**src/rtl/mem_arb_pkg.sv**
```systemverilog
// rtl/mem_arb_pkg.sv - shared types and constants for the memory port arbiter
package mem_arb_pkg;

  typedef enum logic [1:0] {
    IDLE   = 2'd0,
    ACCESS = 2'd1,
    RESP   = 2'd2
  } arb_state_t;

  typedef enum logic [1:0] {
    NONE   = 2'd0,
    OWN_IF = 2'd1,
    OWN_DM = 2'd2
  } arb_owner_t;

  // Memory is double-word addressed; byte-offset bits are dropped on the port.
  localparam logic [63:0] ALIGN_MASK = 64'hFFFF_FFFF_FFFF_FFF8;

endpackage

```
**src/rtl/mem_lat_timer.sv**
```systemverilog
// rtl/mem_lat_timer.sv - load/decrement latency counter flagging the data-valid cycle
module mem_lat_timer #(
  parameter int MEM_LAT = 2
) (
  input  logic clk,
  input  logic rst,
  input  logic load,
  input  logic en,
  output logic last
);

  localparam int CW = $clog2(MEM_LAT + 1);

  logic [CW-1:0] cnt;

  always_ff @(posedge clk) begin
    if (rst) begin
      cnt <= '0;
    end else if (load) begin
      cnt <= CW'(MEM_LAT);
    end else if (en && (cnt != '0)) begin
      cnt <= cnt - 1'b1;
    end
  end

  assign last = (cnt == CW'(1));

endmodule

```
**src/rtl/mem_port_arbiter.sv**
```systemverilog
// rtl/mem_port_arbiter.sv - IF/MEM arbiter for the shared single-port memory
// Optional IF starvation guard enabled by defining ARB_STARVE_GUARD_EN.
module mem_port_arbiter
  import mem_arb_pkg::*;
#(
  parameter int WORD       = 64,
  parameter int INST_SIZE  = 32,
  parameter int MEM_LAT    = 2,
  parameter int STARVE_MAX = 4
) (
  input  logic                 clk,
  input  logic                 rst,
  input  logic                 if_req,
  input  logic [WORD-1:0]      if_addr,
  output logic [INST_SIZE-1:0] if_rdata,
  output logic                 if_valid,
  input  logic                 dm_req,
  input  logic                 dm_we,
  input  logic [WORD-1:0]      dm_addr,
  input  logic [WORD-1:0]      dm_wdata,
  output logic [WORD-1:0]      dm_rdata,
  output logic                 dm_valid,
  output logic                 mem_en,
  output logic                 mem_we,
  output logic [WORD-1:0]      mem_addr,
  output logic [WORD-1:0]      mem_wdata,
  input  logic [WORD-1:0]      mem_rdata,
  output logic                 stall,
  output logic                 busy
);

  arb_state_t state;
  arb_state_t state_nxt;
  arb_owner_t owner;
  logic       if_hi;
  logic       grant_if;
  logic       grant_dm;
  logic       capture;
  logic       lat_last;
  logic       if_force;

  mem_lat_timer #(
    .MEM_LAT(MEM_LAT)
  ) u_lat_timer (
    .clk  (clk),
    .rst  (rst),
    .load (grant_if | grant_dm),
    .en   (state == ACCESS),
    .last (lat_last)
  );

`ifdef ARB_STARVE_GUARD_EN
  localparam int SW = $clog2(STARVE_MAX + 1);

  logic [SW-1:0] starve_cnt;

  // Counts IF losses to DM; once saturated, IF wins the next arbitration it joins.
  always_ff @(posedge clk) begin
    if (rst) begin
      starve_cnt <= '0;
    end else if (grant_if) begin
      starve_cnt <= '0;
    end else if (grant_dm && if_req && (starve_cnt != SW'(STARVE_MAX))) begin
      starve_cnt <= starve_cnt + 1'b1;
    end
  end

  assign if_force = (starve_cnt == SW'(STARVE_MAX));
`else
  assign if_force = 1'b0;
`endif

  always_ff @(posedge clk) begin
    if (rst) begin
      state <= IDLE;
    end else begin
      state <= state_nxt;
    end
  end

  always_comb begin
    state_nxt = state;
    case (state)
      IDLE:    if (if_req || dm_req) state_nxt = ACCESS;
      ACCESS:  if (lat_last) state_nxt = RESP;
      RESP:    state_nxt = IDLE;
      default: state_nxt = IDLE;
    endcase
  end

  always_comb begin
    grant_if = 1'b0;
    grant_dm = 1'b0;
    capture  = 1'b0;
    case (state)
      IDLE: begin
        grant_if = if_req && (!dm_req || if_force);
        grant_dm = dm_req && !grant_if;
      end
      ACCESS:  capture = lat_last;
      default: ;
    endcase
  end

  // Port and response registers; the RESP edge releases ownership and the write enable.
  always_ff @(posedge clk) begin
    if (rst) begin
      owner     <= NONE;
      if_hi     <= 1'b0;
      mem_en    <= 1'b0;
      mem_we    <= 1'b0;
      mem_addr  <= '0;
      mem_wdata <= '0;
      if_rdata  <= '0;
      dm_rdata  <= '0;
      if_valid  <= 1'b0;
      dm_valid  <= 1'b0;
    end else begin
      mem_en   <= grant_if | grant_dm;
      if_valid <= capture && (owner == OWN_IF);
      dm_valid <= capture && (owner == OWN_DM);
      if (grant_if || grant_dm) begin
        owner     <= grant_dm ? OWN_DM : OWN_IF;
        if_hi     <= if_addr[2];
        mem_we    <= grant_dm & dm_we;
        mem_addr  <= (grant_dm ? dm_addr : if_addr) & ALIGN_MASK[WORD-1:0];
        mem_wdata <= dm_wdata;
      end
      if (capture && (owner == OWN_IF)) begin
        if_rdata <= if_hi ? mem_rdata[2*INST_SIZE-1:INST_SIZE] : mem_rdata[INST_SIZE-1:0];
      end
      if (capture && (owner == OWN_DM) && !mem_we) begin
        dm_rdata <= mem_rdata;
      end
      if (state == RESP) begin
        owner  <= NONE;
        mem_we <= 1'b0;
      end
    end
  end

  assign busy  = (state != IDLE);
  assign stall = (if_req & ~if_valid) | (dm_req & ~dm_valid);

endmodule

```
**config.mk**
```make
export PLATFORM = sky130hd
export DESIGN_NAME = mem_port_arbiter
export DESIGN_NICKNAME = d
export VERILOG_FILES = /design/src/rtl/mem_arb_pkg.sv /design/src/rtl/mem_lat_timer.sv /design/src/rtl/mem_port_arbiter.sv
export SDC_FILE = /design/constraint.sdc
export NUM_CORES = 1
export LEC_CHECK = 0
export BUFFER_PORTS_ARGS = -buffer_cell sky130_fd_sc_hd__buf_2
export CAP_MARGIN = 20
export CORE_AREA = 2 2 192 194
export DETAILED_ROUTE_END_ITERATION = 8
export DIE_AREA = 0 0 194 196
export PLACE_DENSITY = 0.5
export SLEW_MARGIN = 20
export SYNTH_ARGS = -nofsm -noshare
export SYNTH_HDL_FRONTEND = slang
export SYNTH_SLANG_ARGS = --single-unit
export TNS_END_PERCENT = 1
```
**constraint.sdc**
```tcl
create_clock -name clk -period 2.1 [get_ports clk]
set_clock_uncertainty 0.15 [all_clocks]
set_input_delay 0.42 -clock clk [delete_from_list [all_inputs] [get_ports clk]]
set_output_delay 0.42 -clock clk [all_outputs]
set_load 0.05 [all_outputs]
```
# == Word-level counts from Yosys, hierarchy flattened ==
# Index checks and enable logic that the tools add are counted.
# word_totals
ff_bits,232
latch_bits,0
ram_bits,0
mem_bits_ro,0
elab_cells,57
memories,0
# op_classes
addsub,1
n_mul,0
div_mod_pow,0
order_cmp,0
eq_ne,7
shift,0
mux,11
n_bitwise,7
n_reduce_logical,18
# ops
op,n
$mux 64,1
$mux 32,1
$mux 2,5
$eq 2x1->1 const B,3
$logic_and 1x1->1,6
$reduce_bool 2->1,3
$eq 2x2->1 const B,2
$ne 2x2->1 const B,2
$pmux 2 s2,1
$reduce_or 2->1,2
$and 1x1->1,3
$logic_not 1->1,3
$mux 1,3
$logic_not 2->1,1
$logic_or 1x1->1,2
$not 1->1,2
$or 1x1->1,2
$reduce_and 2->1,1
$sub 2x1->2 const B,1

# == Longest topological paths before layout ==
# logic_depth
depth_word,7
mapped_depth,8

# == Hierarchy ==
# Synthesis repeated with hierarchy kept, for this count alone.
# unflattened
hier_cells,1062
hier_area_um2,9952.0
# by_module_without_submodules
module,instances,cells_per_inst,area_each_um2,seq_area_each_um2
mem_port_arbiter,1,1050,9833.2,4604.4
mem_lat_timer,1,12,118.9,40.0

# == Worst setup path after synthesis ==
# Ideal clock, no wire load.
# synth_path
path_kind,input to output
from,input dm_req
to,output stall
arrival_time_ps,1379
setup_slack_ps,151
stages,3
path_cell_list,buf_2 inv_1 o22ai_1
# synth_via
elab_chain_len,2
# synth_rtl
item,line,text
start: declaration,mem_port_arbiter.sv:17,"input logic dm_req,"
$and 1x1->1,mem_port_arbiter.sv:143,assign stall = (if_req & ~if_valid) | (dm_req & ~dm_valid);
$or 1x1->1,mem_port_arbiter.sv:143,
end: declaration,mem_port_arbiter.sv:28,"output logic stall,"
# Every way passes these cells.

# == Worst setup path after layout ==
# layout_path
from,register state[1]
to,output busy
# layout_via
elab_chain_len,1
# layout_rtl
item,line,text
start: declaration,mem_port_arbiter.sv:32,arb_state_t state;
start signal: assignment,mem_port_arbiter.sv:77,state <= state_nxt;
$reduce_bool 2->1,mem_port_arbiter.sv:142,assign busy = (state != IDLE);
end: declaration,mem_port_arbiter.sv:29,output logic busy
# Every way passes these cells.

==> results.md <==
- Placement row count: 70
- Hold WC Path Type: primary input to flip-flop
- Synth area leaders: dfxtp_1, mux2i_1, a221o_1
- Synth Flop Type: dfxtp_1
- Distinct cells, synth: 36
- RR Startpoint: u_lat_timer.cnt[1]
- Max Cap Violations: 0
- Minimum clock period: 1991 ps
- Adder-cell share of the synthesized area: 0.002815
- Wire per inst: 16.83 um
- Initial antenna violation count: 2
- Syn Area/Cell: 10.67 um2
- Die X: 194 um
- Yosys warnings: 0
- Routed Antenna Nets: 0
- Clock Tree Buf Depth: 3
- Post-synthesis mux area share: 0.1081
- Vias per cell: 4.459
- Outcome: finished, final reports clean
- Initial Util: 0.2463
- Final std cells w/o fill: 2,006
- Compound-cell area share of the yosys netlist: 0.1862
- Nature of the critical path startpoint: flip-flop
- DP Wirelength: 23,040 um
- GP Congestion: 0.7806
- Critical Path Sink Type: output pin
- Clock-pin slew on the worst setup and hold paths: 60 ps
- Clock latency at the later pin of the worst-skew pair: 550 ps
- Via count: 8,945
- Arrival @ worst endpoint: 1420 ps
- Cell Chain, Critical Path: nor2_4, inv_2, buf_4
- Final setup TNS: 0 ps
- DIE AREA: 0.03802 mm2
- Largest net degree at the start of global routing: 96
- Largest family of logic cells by synthesized area: compound AO/OA/AOI/OAI gates
- Required @ worst endpoint: 1530 ps
- DR pass1 iterations: 5
- Clock root cell: clkbuf_16
- Setup violators final: 0
- Worst reg2reg setup slack: 220 ps
- GRT Residual Overflow: 0
- Synth top area share: 0.5225
- Routed WL: 33,760 um
- FF+latch count, synth: 232
- RR Endpoint: dm_rdata[26]
- Cell Area, Synth: 0.008889 mm2
- Max Clock Freq: 502.3 MHz
- H-tree depth: 1
- Kind of critical path: flip-flop to output pin
- Gr usage total: 0.1657
- DRC: 0
- Die Y: 196 um
- Worst R2R Path Depth: 7
- Rel. slew slack: 0.6255
- Static leakage: 6.883 nW
- I/O Pins: 491
- TritonCTS buffer count: 28
- Hold Vio Cnt, Final: 0
- Post-synth EDFFs: 0
- XOR/XNOR share of the synthesized area: 0.0009854
- Leading area contributor after synthesis: dfxtp_1
- Cells after DPL: 1,731
- Number of global-route vias before repair: 9,006
- Slew @ Worst Pin: 561.8 ps
- Post-synth ARST share: 0
- Nets: 1,778
- CP peak stage delay: 400 ps
- Area grow syn2layout: 68.78%
- PwrDens: 787.4 mW/mm2
- Core area: 0.03608 mm2
- Global-route wire length before repair: 50,870 um
- Critical path startpoint: state[1]
- CTS sink cnt: 232
- Post-Synth Simple-Gate Area: 0.1250
- Layout cells sized above 1: 0.3676
- Sequential area share after synthesis: 0.5225
- Leading cell type in the layout, fill and taps excluded: buf_2
- Worst IR drop on VDD: 0.8064 mV
- Port Buffers: 482
- Crit path max fanout: 6
- Final Slew Violations: 0
- CP max stage cell: dfxtp_1
- Syn Inst Count: 833
- Most frequent cells in the layout: buf_2, dfxtp_1, dlygate4sd3_1
- Fin crit share: 0.9481
- Crit path capture: busy
- Starting DRC count in detailed routing: 260
- RSZ-0062 raised after global routing: false
- CTS tree: yes
- Post-CTS Setup Inserts: 0
[sequential cells by signal (all words and copies together), names as in the netlist]
name and flops:
dm_rdata 64, mem_addr 61, owner 2, if_hi 1, mem_en 1, if_valid 1, if_rdata 32, u_lat_timer.cnt 2
state 2, dm_valid 1, mem_we 1, mem_wdata 64
[through the flow]
step                power, mW  cell area [um2]    util  hold WS, ps  setup slack, ps
CTS                     11.95            15000  0.4156       0.1005            25.70
finish                  11.81            15000  0.4157        24.42            109.1
global route            12.28            15000  0.4157        4.820            12.71
detailed placement      6.638            11820  0.3275        295.5            218.9
floorplan               6.006             8896       -        313.1            151.5
global placement        6.624            11820  0.3275        290.2            258.4
[area by class of cell]
cell class,instances,area [um2]
diodes,1,2.502
clock buffers,45,885.9
clock inverters,7,70.07
fillers,3510,21080
inverters,7,26.28
multi-input cells,516,3802
flip-flops and latches,232,4647
well taps,468,585.6
repair buffers,730,4982
[where the power goes]
group / total [mW] / switching (mW) / internal, mW / leakage [nW]
logic: 2.16 / 1.30 / 0.856 / 4.52
registers: 4.73 / 0.123 / 4.61 / 1.89
clock network: 4.92 / 1.93 / 3.00 / 0.471
[metal layers]
layer,part of all wire,track usage,vias up
met5,0.00039,0,-
met3,0.061,0.03902,73
met2,0.47,0.2711,329
met4,0.035,0.06201,2
li1,-,-,4367
met1,0.43,0.2122,4174
[cell usage after synthesis, types with 2 or more instances]
cell,number
nor3_1,4
and2_1,63
buf_6,12
a21oi_1,36
nor3b_1,2
o21ai_0,3
inv_1,5
nor2b_1,2
buf_2,23
clkbuf_1,35
buf_4,9
nand2_1,95
a22o_1,65
nand2b_1,35
mux2i_1,96
dfxtp_1,232
a221o_1,61
ha_1,2
inv_2,2
nor2_1,4
a211oi_1,32
[cells by family (layout without fill, tap and decap cells)]
kind of cell               count (synthesis)  in the layout
buffers and inverters                     87            789
other                                      1              4
muxes                                     96             96
xor gates and xnor gates                   1              1
adders and majority gates                  2              2
AOI/OAI and AO/OA                        202            202
DFF                                      232            232
and+or+nand+nor                          212            212
[timing repair]
item,in CTS,in global routing
endpoints found under the hold margin,187,0
hold buffers,222,0
pin swaps,0,0
endpoints found under the setup margin,1,1
resized for setup,1,1
[worst min-delay path by stage]
stage	slack (ps)	start	to	cells past startpoint
6_report	20	mem_rdata[56]	dm_rdata[56]	3
5_1_grt	5	mem_rdata[48]	dm_rdata[48]	3
4_1_cts	0.1	mem_rdata[51]	dm_rdata[51]	3
3_5_place_dp	300	dm_rdata[34]	dm_rdata[34]	2
3_3_place_gp	290	dm_rdata[22]	dm_rdata[22]	2
2_1_floorplan	310	owner[1]	dm_valid	2
[critical path: cells and delay by family (launching register included)]
kind | cells | cell delay, ps
flops | 1 | 400
simple gates | 1 | 70
buf+inv | 2 | 400
No activity file was read; power rests on OpenSTA's default activity.
